<file path="src/rtl/rst_seq_const.sv">
// Reset-release sequencer: NCH constant-valued flops leave RST_VAL one channel at a time,
// STEP counted edges apart, and settle at REL_VAL with 'done' raised alongside the last channel.
module rst_seq_const #(
    parameter int unsigned      NCH     = 4,
    parameter int unsigned      STEP    = 16,
    parameter logic [NCH-1:0]   RST_VAL = 4'b0010,
    parameter logic [NCH-1:0]   REL_VAL = 4'b1011
) (
    input  logic           clk,
    input  logic           reset,
    input  logic           hold,
    input  logic           rearm,
    output logic [NCH-1:0] q,
    output logic           done
);

    localparam int unsigned LAST_EDGE = STEP * NCH;
    localparam int unsigned CNT_W     = $clog2(LAST_EDGE + 1);

    // One-hot style encoding leaves spare codes that the default branch steers back to SEQ.
    typedef enum logic [1:0] {
        ST_SEQ  = 2'b01,
        ST_DONE = 2'b10
    } state_e;

    state_e             state_q, state_d;
    logic [CNT_W-1:0]   cnt_q, cnt_d;
    logic [CNT_W-1:0]   cnt_inc;
    logic               done_q, done_d;
    logic               advance;
    logic               restart;

    assign cnt_inc = cnt_q + CNT_W'(1);

    always_comb begin
        state_d = state_q;
        cnt_d   = cnt_q;
        done_d  = done_q;
        advance = 1'b0;
        restart = 1'b0;
        case (state_q)
            ST_SEQ: begin
                if (!hold) begin
                    advance = 1'b1;
                    cnt_d   = cnt_inc;
                    if (cnt_inc == CNT_W'(LAST_EDGE)) begin
                        state_d = ST_DONE;
                        done_d  = 1'b1;
                    end
                end
            end
            ST_DONE: begin
                // The counter saturates here; only rearm leaves this state.
                if (rearm) begin
                    restart = 1'b1;
                    state_d = ST_SEQ;
                    cnt_d   = '0;
                    done_d  = 1'b0;
                end
            end
            default: begin
                restart = 1'b1;
                state_d = ST_SEQ;
                cnt_d   = '0;
                done_d  = 1'b0;
            end
        endcase
    end

    always_ff @(posedge clk or posedge reset) begin
        if (reset) begin
            state_q <= ST_SEQ;
            cnt_q   <= '0;
            done_q  <= 1'b0;
        end else begin
            state_q <= state_d;
            cnt_q   <= cnt_d;
            done_q  <= done_d;
        end
    end

    // Channels whose reset and release bits agree never move, so they are tied off outright.
    for (genvar i = 0; i < NCH; i++) begin : g_chan
        if (RST_VAL[i] == REL_VAL[i]) begin : g_const
            assign q[i] = RST_VAL[i];
        end else begin : g_flop
            localparam int unsigned REL_EDGE = STEP * (i + 1);
            logic chan_q;

            always_ff @(posedge clk or posedge reset) begin
                if (reset) begin
                    chan_q <= RST_VAL[i];
                end else if (restart) begin
                    chan_q <= RST_VAL[i];
                end else if (advance && (cnt_inc == CNT_W'(REL_EDGE))) begin
                    chan_q <= REL_VAL[i];
                end
            end

            assign q[i] = chan_q;
        end
    end

    assign done = done_q;

endmodule

</file>
<file path="config.mk">
export PLATFORM = sky130hd
export DESIGN_NAME = rst_seq_const
export DESIGN_NICKNAME = d
export VERILOG_FILES = /design/src/rtl/rst_seq_const.sv
export SDC_FILE = /design/constraint.sdc
export NUM_CORES = 1
export LEC_CHECK = 0
export CORE_MARGIN = 2
export CORE_UTILIZATION = 30
export DETAILED_ROUTE_END_ITERATION = 10
export PLACE_DENSITY_LB_ADDON = 0.3
export SETUP_SLACK_MARGIN = 0.02
export SLEW_MARGIN = 15
export SYNTH_ARGS = -nofsm -noshare
export SYNTH_HDL_FRONTEND = slang
export SYNTH_SLANG_ARGS = --single-unit
</file>
<file path="constraint.sdc">
create_clock -name clk -period 2.3 [get_ports clk]
set_input_delay 0.46 -clock clk [delete_from_list [all_inputs] [get_ports clk]]
set_output_delay 0.46 -clock clk [all_outputs]
set_load 0.1 [all_outputs]
</file>
# Word-level counts from Yosys, hierarchy flattened
# Cells that the tools add are included.
[word_totals]
reg_bits = 12
[classes]
addsub = 1
n_eq_ne = 7
muxes = 19
n_reduce_logical = 6
[op_table]
columns = ["cell", "n"]
rows = [
  ["$mux W7", 2],
  ["$pmux W7 S2", 1],
  ["$mux W1", 10],
  ["$add A7 B1 Y7 const B", 1],
  ["$eq A7 B5 Y1 const B", 1],
  ["$eq A7 B7 Y1 const B", 1],
  ["$mux W2", 3],
  ["$ne A2 B2 Y1 const B", 3],
  ["$pmux W1 S2", 2],
  ["$pmux W2 S2", 1],
  ["$reduce_bool A2 Y1", 2],
  ["$reduce_and A3 Y1", 1],
  ["$eq A2 B1 Y1 const B", 1],
  ["$eq A2 B2 Y1 const B", 1],
  ["$logic_and A1 B1 Y1", 2],
  ["$reduce_and A2 Y1", 1],
]

# Depth between registers and ports, before layout
# Gate-level depths: netlist of run 1.
[depth]
word_depth = 5
ltp_mapped = 5
depth_no_buf = 5

# Worst setup path before layout of run 1
# OpenSTA, ideal clock, no wires.
[synth_path]
kind = "reg2reg"
startpoint = "register state_q[1]"
endpoint = "register state_q[0]"
arrival_ns = 1.735
required_ns = 2.214
setup_slack_ns = 0.478
stages_incl_launch_ff = 5
n_path_buf = 0
path_cell_list = "dfrtp_1 -> nand2b_4 -> nor2_1 -> nand2_1 -> o41a_1"
[synth_between]
elab_chain_cells = 3
elab_cells_between_ends = 7
[synth_rtl]
columns = ["item", "line_no", "rtl"]
rows = [
  ["from (decl)", "26", "state_e state_q, state_d;"],
  ["from (signal assigned)", "76", "state_q <= state_d;"],
  ["$eq A2 B1 Y1 / $eq A2 B2 Y1 (equally long branches)", "41", "case (state_q)"],
  ["$ne A2 B2 Y1 (no source line)", "n/a", ""],
  ["$reduce_and A3 Y1 (no source line)", "n/a", ""],
]
# Parallel ways exist; a longest one is shown, timed or not.
# A chain may end at the register's enable or synchronous reset.

# Worst setup path after layout of run 1
[layout_path]
startpoint = "register cnt_q[1]"
endpoint = "register state_q[1]"
[layout_between]
elab_chain_cells = 4
[layout_rtl]
columns = ["item", "line_no", "rtl"]
rows = [
  ["from (decl)", "27", "logic [CNT_W-1:0] cnt_q, cnt_d;"],
  ["from (signal assigned)", "77", "cnt_q <= cnt_d;"],
  ["$add A7 B1 Y7", "33", "assign cnt_inc = cnt_q + CNT_W'(1);"],
  ["$eq A7 B7 Y1", "46", "if (cnt_inc == CNT_W'(LAST_EDGE)) begin"],
  ["$ne A2 B2 Y1 (no source line)", "n/a", ""],
  ["$reduce_and A3 Y1 (no source line)", "n/a", ""],
]
# Every way passes these cells.

==> flow_metrics.tcl, run 1 <==
set metrics [dict create \
    status "complete, no violations" \
    htreeDepth 1 \
    pwr-share-seq_pct 41.1 \
    clock.fmax_mhz 604 \
    cts_buffers 3 \
    insertedDiodeCount 0 \
    critPathLaunchType "register" \
    synth_area_sq_um 679 \
    hold_ws_ps 469 \
    slew_violations 0 \
    r2r_end "state_q[1]" \
    finalCritPeriodShare_pct 71.9 \
    worst_slack_ps 646 \
    ys_seq_area_share_pct 40.7 \
    port-buffer-count 6 \
    p_clk_share_pct 16.0 \
    finalNonFillerCells 106 \
    cts_resized 0 \
    max_stage_delay_ps 420 \
    dp_hpwl_microns 963 \
    drt-initial-drc-count 6 \
    vias 530 \
    maxCapViolCount 0 \
    routedWlPerCell_microns 12.5 \
    die_width_microns 51.6 \
    die_area_sq_um 2660 \
    path_cells "ha_1 -> nand3_2 -> o22a_1 -> o41ai_1" \
    p_comb_share_pct 42.9 \
    core_sq_um 2170 \
    rows 17 \
    nNetsFinal 85 \
    initial_core_util_pct 31.3 \
    switchingPower_mw 0.394 \
    crit_slowest_cell "dfrtp_1" \
    multi_input_area_sq_um 357 \
    syn_area_per_cell_sq_um 9.31 \
    fillers 232 \
    fin_skew_ps 7.99 \
    drive_gt1_share_pct 14.1 \
    drc 0 \
    setup.worst_path.end_class "register" \
    crit_type "reg -> reg" \
    r2r_cells 4 \
    worstSkewPairLatency_ps 280 \
    post_cts_buffers 0 \
    ys_warn_count 0 \
    ir_drop_uv 429 \
    final-setup-viol-count 0 \
    cp.required_ps 2460 \
    ys_top_cells_by_area "dfrtp_1 37%, buf_4 4.4%, nand2_1 4.4%" \
    synth_top_family_by_area "simple AND/OR/NAND/NOR gates" \
    grt_util_all_layers_pct 12.1 \
    synth_top_area_share_pct 36.8 \
    synth_mux_area_share_pct 3.13 \
    grt_pass1_wl_mm 2.30 \
    postCtsHoldBufs 0 \
    cts_root_buf "clkbuf_4" \
    clk_pin_slew_ps 70 \
    sw_frac_of_total_pct 46.3 \
    syn-num-nets 79 \
    dpl.cell_count 102 \
    synthSimpleGateAreaFrac_pct 20.4 \
    seqCellArea_sq_um 277 \
    p_leak_nw 0.308 \
    firstDrtPassIters 4 \
    yosysTopAreaCell "dfrtp_1" \
    antenna_found_initial 0 \
    p_per_area_nw_per_um2 1120 \
    pre_cts_ws_ps 377 \
    synth_xor_area_share_pct 6.45 \
    ys_types 30 \
    rsz0062_at_grt "no" \
    synth.ff_latch_count 11 \
    finalCriticalPeriod_ps 1650 \
    stdcell_area_sq_um 758 \
    dpl_cell_area_sq_um 732 \
    r2r_slack_ps 650 \
    ioPinCount 9 \
    final.setup.tns_ps 0 \
    grt_max_degree 12 \
    finalHoldViolations 0 \
    internal_power_mw 0.457 \
    routed_wl_mm 1.32 \
    die_h_microns 51.6 \
    routed_via_density 5.00 \
    crit_fanout 6 \
    grt_pass1_vias 510 \
    antenna_left 0 \
    synth_fa_ha_area_share_pct 3.68 \
    grt-ovfl-total 0 \
    clockBufferDepth 2 \
    syn_to_final_growth_pct 11.6 \
    min_path_type "in -> async" \
    cts_tree "done" \
    gp_congestion 0.736 \
    synth_compound_area_share_pct 17.7 \
    cts_sinks 11 \
    syn_inst 73 \
    worstPathArrival_ps 1810 \
    r2r_start "cnt_q[1]" \
]
==> worst max-delay path: cells and delay by family, from the launching register on <==
family / cells / cell delay, ps
fa+ha+maj: 1 / 280
simple gates: 1 / 190
flops: 1 / 420
compound gates: 2 / 650
==> worst max path at each step <==
stage               slack (ps)  startpoint    endpoint  depth (start not counted)
floorplan                  480  state_q[1]  state_q[0]                          4
global placement           400        hold  state_q[1]                          4
detailed placement         380        hold  state_q[1]                          4
CTS                        630    cnt_q[1]  state_q[1]                          4
global route               500    cnt_q[0]  state_q[1]                          5
finish                     650    cnt_q[1]  state_q[1]                          4
==> cells by family after synthesis <==
group / count (synthesis)
and+or+nand+nor: 25
AOI/OAI and AO/OA: 18
DFF: 11
buffers and inverters: 8
xor gates and xnor gates: 5
adders and majority gates: 2
other: 2
muxes: 2
==> cell type report <==
cell class	count	area share, %
well taps	28	4.62
clock buffers	4	3.47
multi-input cells	54	47.0
flip-flops and latches	11	36.5
inverters	3	1.49
repair buffers	6	6.93
==> power groups by stage <==
stage | logic, mW | registers (mW) | clock network [mW]
2_1_floorplan | 0.342 | 0.319 | 0
4_1_cts | 0.365 | 0.350 | 0.143
3_3_place_gp | 0.362 | 0.353 | 0
5_1_grt | 0.401 | 0.363 | 0.153
3_5_place_dp | 0.360 | 0.354 | 0
6_report | 0.365 | 0.350 | 0.136
==> placed cells by master (no fill, tap or decap) <==
master and count:
clkbuf_1 1, nor2_1 5, nor3b_2 1, o41ai_1 3
dfrtp_1 10, nand3_2 1, nand2b_4 1, a22o_1 2
xnor2_1 3, nand3_1 1, o41a_1 1, o22a_1 1
inv_1 3, nor2b_1 1, clkdlybuf4s50_1 3, and2_1 1
ha_1 2, xor2_1 2, o21ai_1 2, nand4b_1 1
buf_4 3, dfstp_2 1, nand2b_1 2, conb_1 2
a21oi_1 3, a31oi_1 1, clkbuf_4 3, mux2i_1 1
nor3_1 3, mux2_2 1, nand2_1 8, o21ai_0 5
==> per-stage QoR <==
stage / util [%] / total power [mW]
2_1_floorplan: - / 0.661
3_3_place_gp: 33.7 / 0.715
3_5_place_dp: 33.7 / 0.714
4_1_cts: 34.9 / 0.857
5_1_grt: 34.9 / 0.917
6_report: 34.9 / 0.851
==> synth_stat cells <==
library cell   n
dfrtp_1       10
nand2_1        8
nor2_1         5
o21ai_0        5
buf_4          4
a21oi_1        3
inv_1          3
nor3_1         3
o41ai_1        3
xnor2_1        3
a22o_1         2
conb_1         2
ha_1           2
nand2b_1       2
o21ai_1        2
xor2_1         2
a31oi_1        1
and2_1         1
buf_2          1
dfstp_2        1
mux2_2         1
mux2i_1        1
nand2b_4       1
nand3_1        1
nand3_2        1
nand4b_1       1
nor2b_1        1
nor3b_2        1
o22a_1         1
o41a_1         1
==> sequential cells by signal, summed over array words and instances (netlist names) <==
signal and cells:
cnt_q 7, g_chan.g_flop.chan_q 2, state_q 2
==> layer usage <==
metal | global-route usage (%) | vias to the layer above | routed length, microns
li1 | - | 263 | -
met1 | 15.0 | 256 | 615
met2 | 18.2 | 7 | 622
met3 | 5.17 | 4 | 54
met4 | 5.26 | 0 | 31
met5 | 0 | - | 0
No activity file was read; power rests on OpenSTA's default activity.
==> run 2, diff against run 1 <==
==> constraint.sdc (replaced) <==
create_clock -name clk -period 1.7 [get_ports clk]
set_input_delay 0.34 -clock clk [delete_from_list [all_inputs] [get_ports clk]]
set_output_delay 0.34 -clock clk [all_outputs]
set_load 0.1 [all_outputs]
==> run 2 against run 1 <==
Against the previous run: routed wire length increased by 0.83%; largest power group unchanged; clock-buffer cell count unchanged; critical path depth unchanged; highest routed layer unchanged; via count increased by 2.1%; clock power increased by 34%; combinational power increased by 48%; sequential power increased by 36%; critical path type unchanged; non-clock buffer count increased by 3; fmax increased by 5.3%.
==> flow_metrics.tcl, run 2 (synthesized netlist as in run 1, its figures left out) <==
set metrics [dict create \
    core_sq_um 2170 \
    firstDrtPassIters 4 \
    p_leak_nw 0.329 \
    routed_wl_mm 1.33 \
    maxCapViolCount 0 \
    cp.required_ps 1860 \
    hold_ws_ps 357 \
    status "complete, no violations" \
    cts_tree "done" \
    top_register "cnt_q" \
    grt_util_all_layers_pct 11.6 \
    slew_violations 0 \
    final.setup.tns_ps 0 \
    fin_skew_ps 5.17 \
    finalCriticalPeriod_ps 1570 \
    htreeDepth 1 \
    path_buf_inv 0 \
    crit_type "reg -> reg" \
    drt-initial-drc-count 17 \
    r2r_slack_ps 130 \
    pre_cts_ws_ps 33.8 \
    worst_slack_ps 129 \
    p_comb_share_pct 45.1 \
    cts_sinks 11 \
    drc 0 \
    worstSkewPairLatency_ps 270 \
    crit_slowest_cell "dfrtp_1" \
    seqCellArea_sq_um 278 \
    insertedDiodeCount 0 \
    clock.fmax_mhz 637 \
    die_h_microns 51.6 \
    vias 541 \
    multi_input_area_sq_um 359 \
    largest_reg_flops 7 \
    r2r_start "cnt_q[1]" \
    grt-ovfl-total 0 \
    path_cells "ha_2 -> nand3_2 -> o22a_1 -> o41ai_1" \
    routed_via_density 4.96 \
    grt_max_degree 12 \
    fin_util_pct 37.9 \
    finalCritPeriodShare_pct 92.4 \
    min_path_type "in -> async" \
    max_stage_delay_ps 420 \
    p_clk_share_pct 15.1 \
    port-buffer-count 6 \
    drive_gt1_share_pct 19.8 \
    antenna_found_initial 0 \
    rsz0062_at_grt "no" \
    internal_power_mw 0.666 \
    crit_fanout 6 \
    sw_frac_of_total_pct 44.5 \
    syn_to_final_growth_pct 21.0 \
    p_per_area_nw_per_um2 1460 \
    postCtsHoldBufs 0 \
    grt_pass1_wl_mm 2.21 \
    fillers 217 \
    r2r_end "g_chan[3].g_flop.chan_q" \
    reg_top3 "cnt_q (7), g_chan.g_flop.chan_q (2), state_q (2)" \
    setup.worst_path.end_class "register" \
    worstPathArrival_ps 1730 \
    grt_pass1_vias 516 \
    critPathLaunchType "register" \
    die_width_microns 51.6 \
    r2r_cells 4 \
    post_cts_buffers 0 \
    ir_drop_uv 646 \
    cts_buffers 3 \
    clockBufferDepth 2 \
    ioPinCount 9 \
    initial_core_util_pct 31.3 \
    cts_resized 0 \
    gp_congestion 0.817 \
    finalHoldViolations 0 \
    clk_pin_slew_ps 70 \
    switchingPower_mw 0.535 \
    dp_hpwl_mm 1.02 \
    routedWlPerCell_microns 12.2 \
    final-setup-viol-count 0 \
    nNetsFinal 88 \
    final_common_cell "dfrtp_1" \
    mostFrequentLayoutCells "9 x dfrtp_1, 8 x nand2_1, 5 x nor2_1, 5 x o21ai_0" \
    cts_root_buf "clkbuf_4" \
    pwr-share-seq_pct 39.7 \
    rows 17 \
    cp_top_family "compound AO/OA/AOI/OAI gates" \
    antenna_left 0 \
    die_area_sq_um 2660 \
]
run 2: routing by layer:
| metal | track usage (%) | routed length (microns) | vias to the layer above |
|---|---|---|---|
| li1 | - | - | 267 |
| met1 | 13.0 | 603 | 251 |
| met2 | 19.7 | 658 | 19 |
| met3 | 3.45 | 55 | 4 |
| met4 | 6.58 | 17 | 0 |
| met5 | 0 | 0 | - |
run 2: cell type report:
class                   count  share of cell area, %
inverters                   3                   1.37
repair buffers              9                   13.7
well taps                  28                   4.26
clock buffers               4                   3.20
flip-flops and latches     11                   33.8
multi-input cells          54                   43.7
run 2: how the worst max path moves through the flow:
| stage | startpoint | endpoint | cells past startpoint | slack (ps) |
|---|---|---|---|---|
| 2_1_floorplan | state_q[1] | state_q[0] | 4 | 90 |
| 3_3_place_gp | hold | g_chan[3].g_flop.chan_q | 4 | 50 |
| 3_5_place_dp | hold | g_chan[3].g_flop.chan_q | 4 | 30 |
| 4_1_cts | cnt_q[1] | g_chan[3].g_flop.chan_q | 4 | 90 |
| 5_1_grt | cnt_q[1] | g_chan[3].g_flop.chan_q | 5 | 20 |
| 6_report | cnt_q[1] | g_chan[3].g_flop.chan_q | 4 | 130 |
run 2: power by group through the flow:
stage / registers [mW] / clock network [mW] / logic [mW]
after detailed placement: 0.483 / 0 / 0.540
final: 0.477 / 0.182 / 0.542
after global placement: 0.479 / 0 / 0.533
after floorplan: 0.432 / 0 / 0.463
after global routing: 0.495 / 0.199 / 0.585
after CTS: 0.476 / 0.190 / 0.543
run 2: per-stage QoR:
step	total power [mW]	instance area [sq um]	instances
global route	1.28	822	109
detailed placement	1.02	793	105
global placement	1.01	793	105
floorplan	0.895	681	73
CTS	1.21	820	109
finish	1.20	822	109
==> run 3, diff against run 2 <==
--- a/config.mk
+++ b/config.mk
@@ -5,6 +5,7 @@
 export SDC_FILE = /design/constraint.sdc
 export NUM_CORES = 1
 export LEC_CHECK = 0
+export CAP_MARGIN = 20
 export CORE_MARGIN = 2
 export CORE_UTILIZATION = 30
 export DETAILED_ROUTE_END_ITERATION = 10
==> results of run 3 <==
No change in the layout: final DEF, timing and power equal those of run 2.
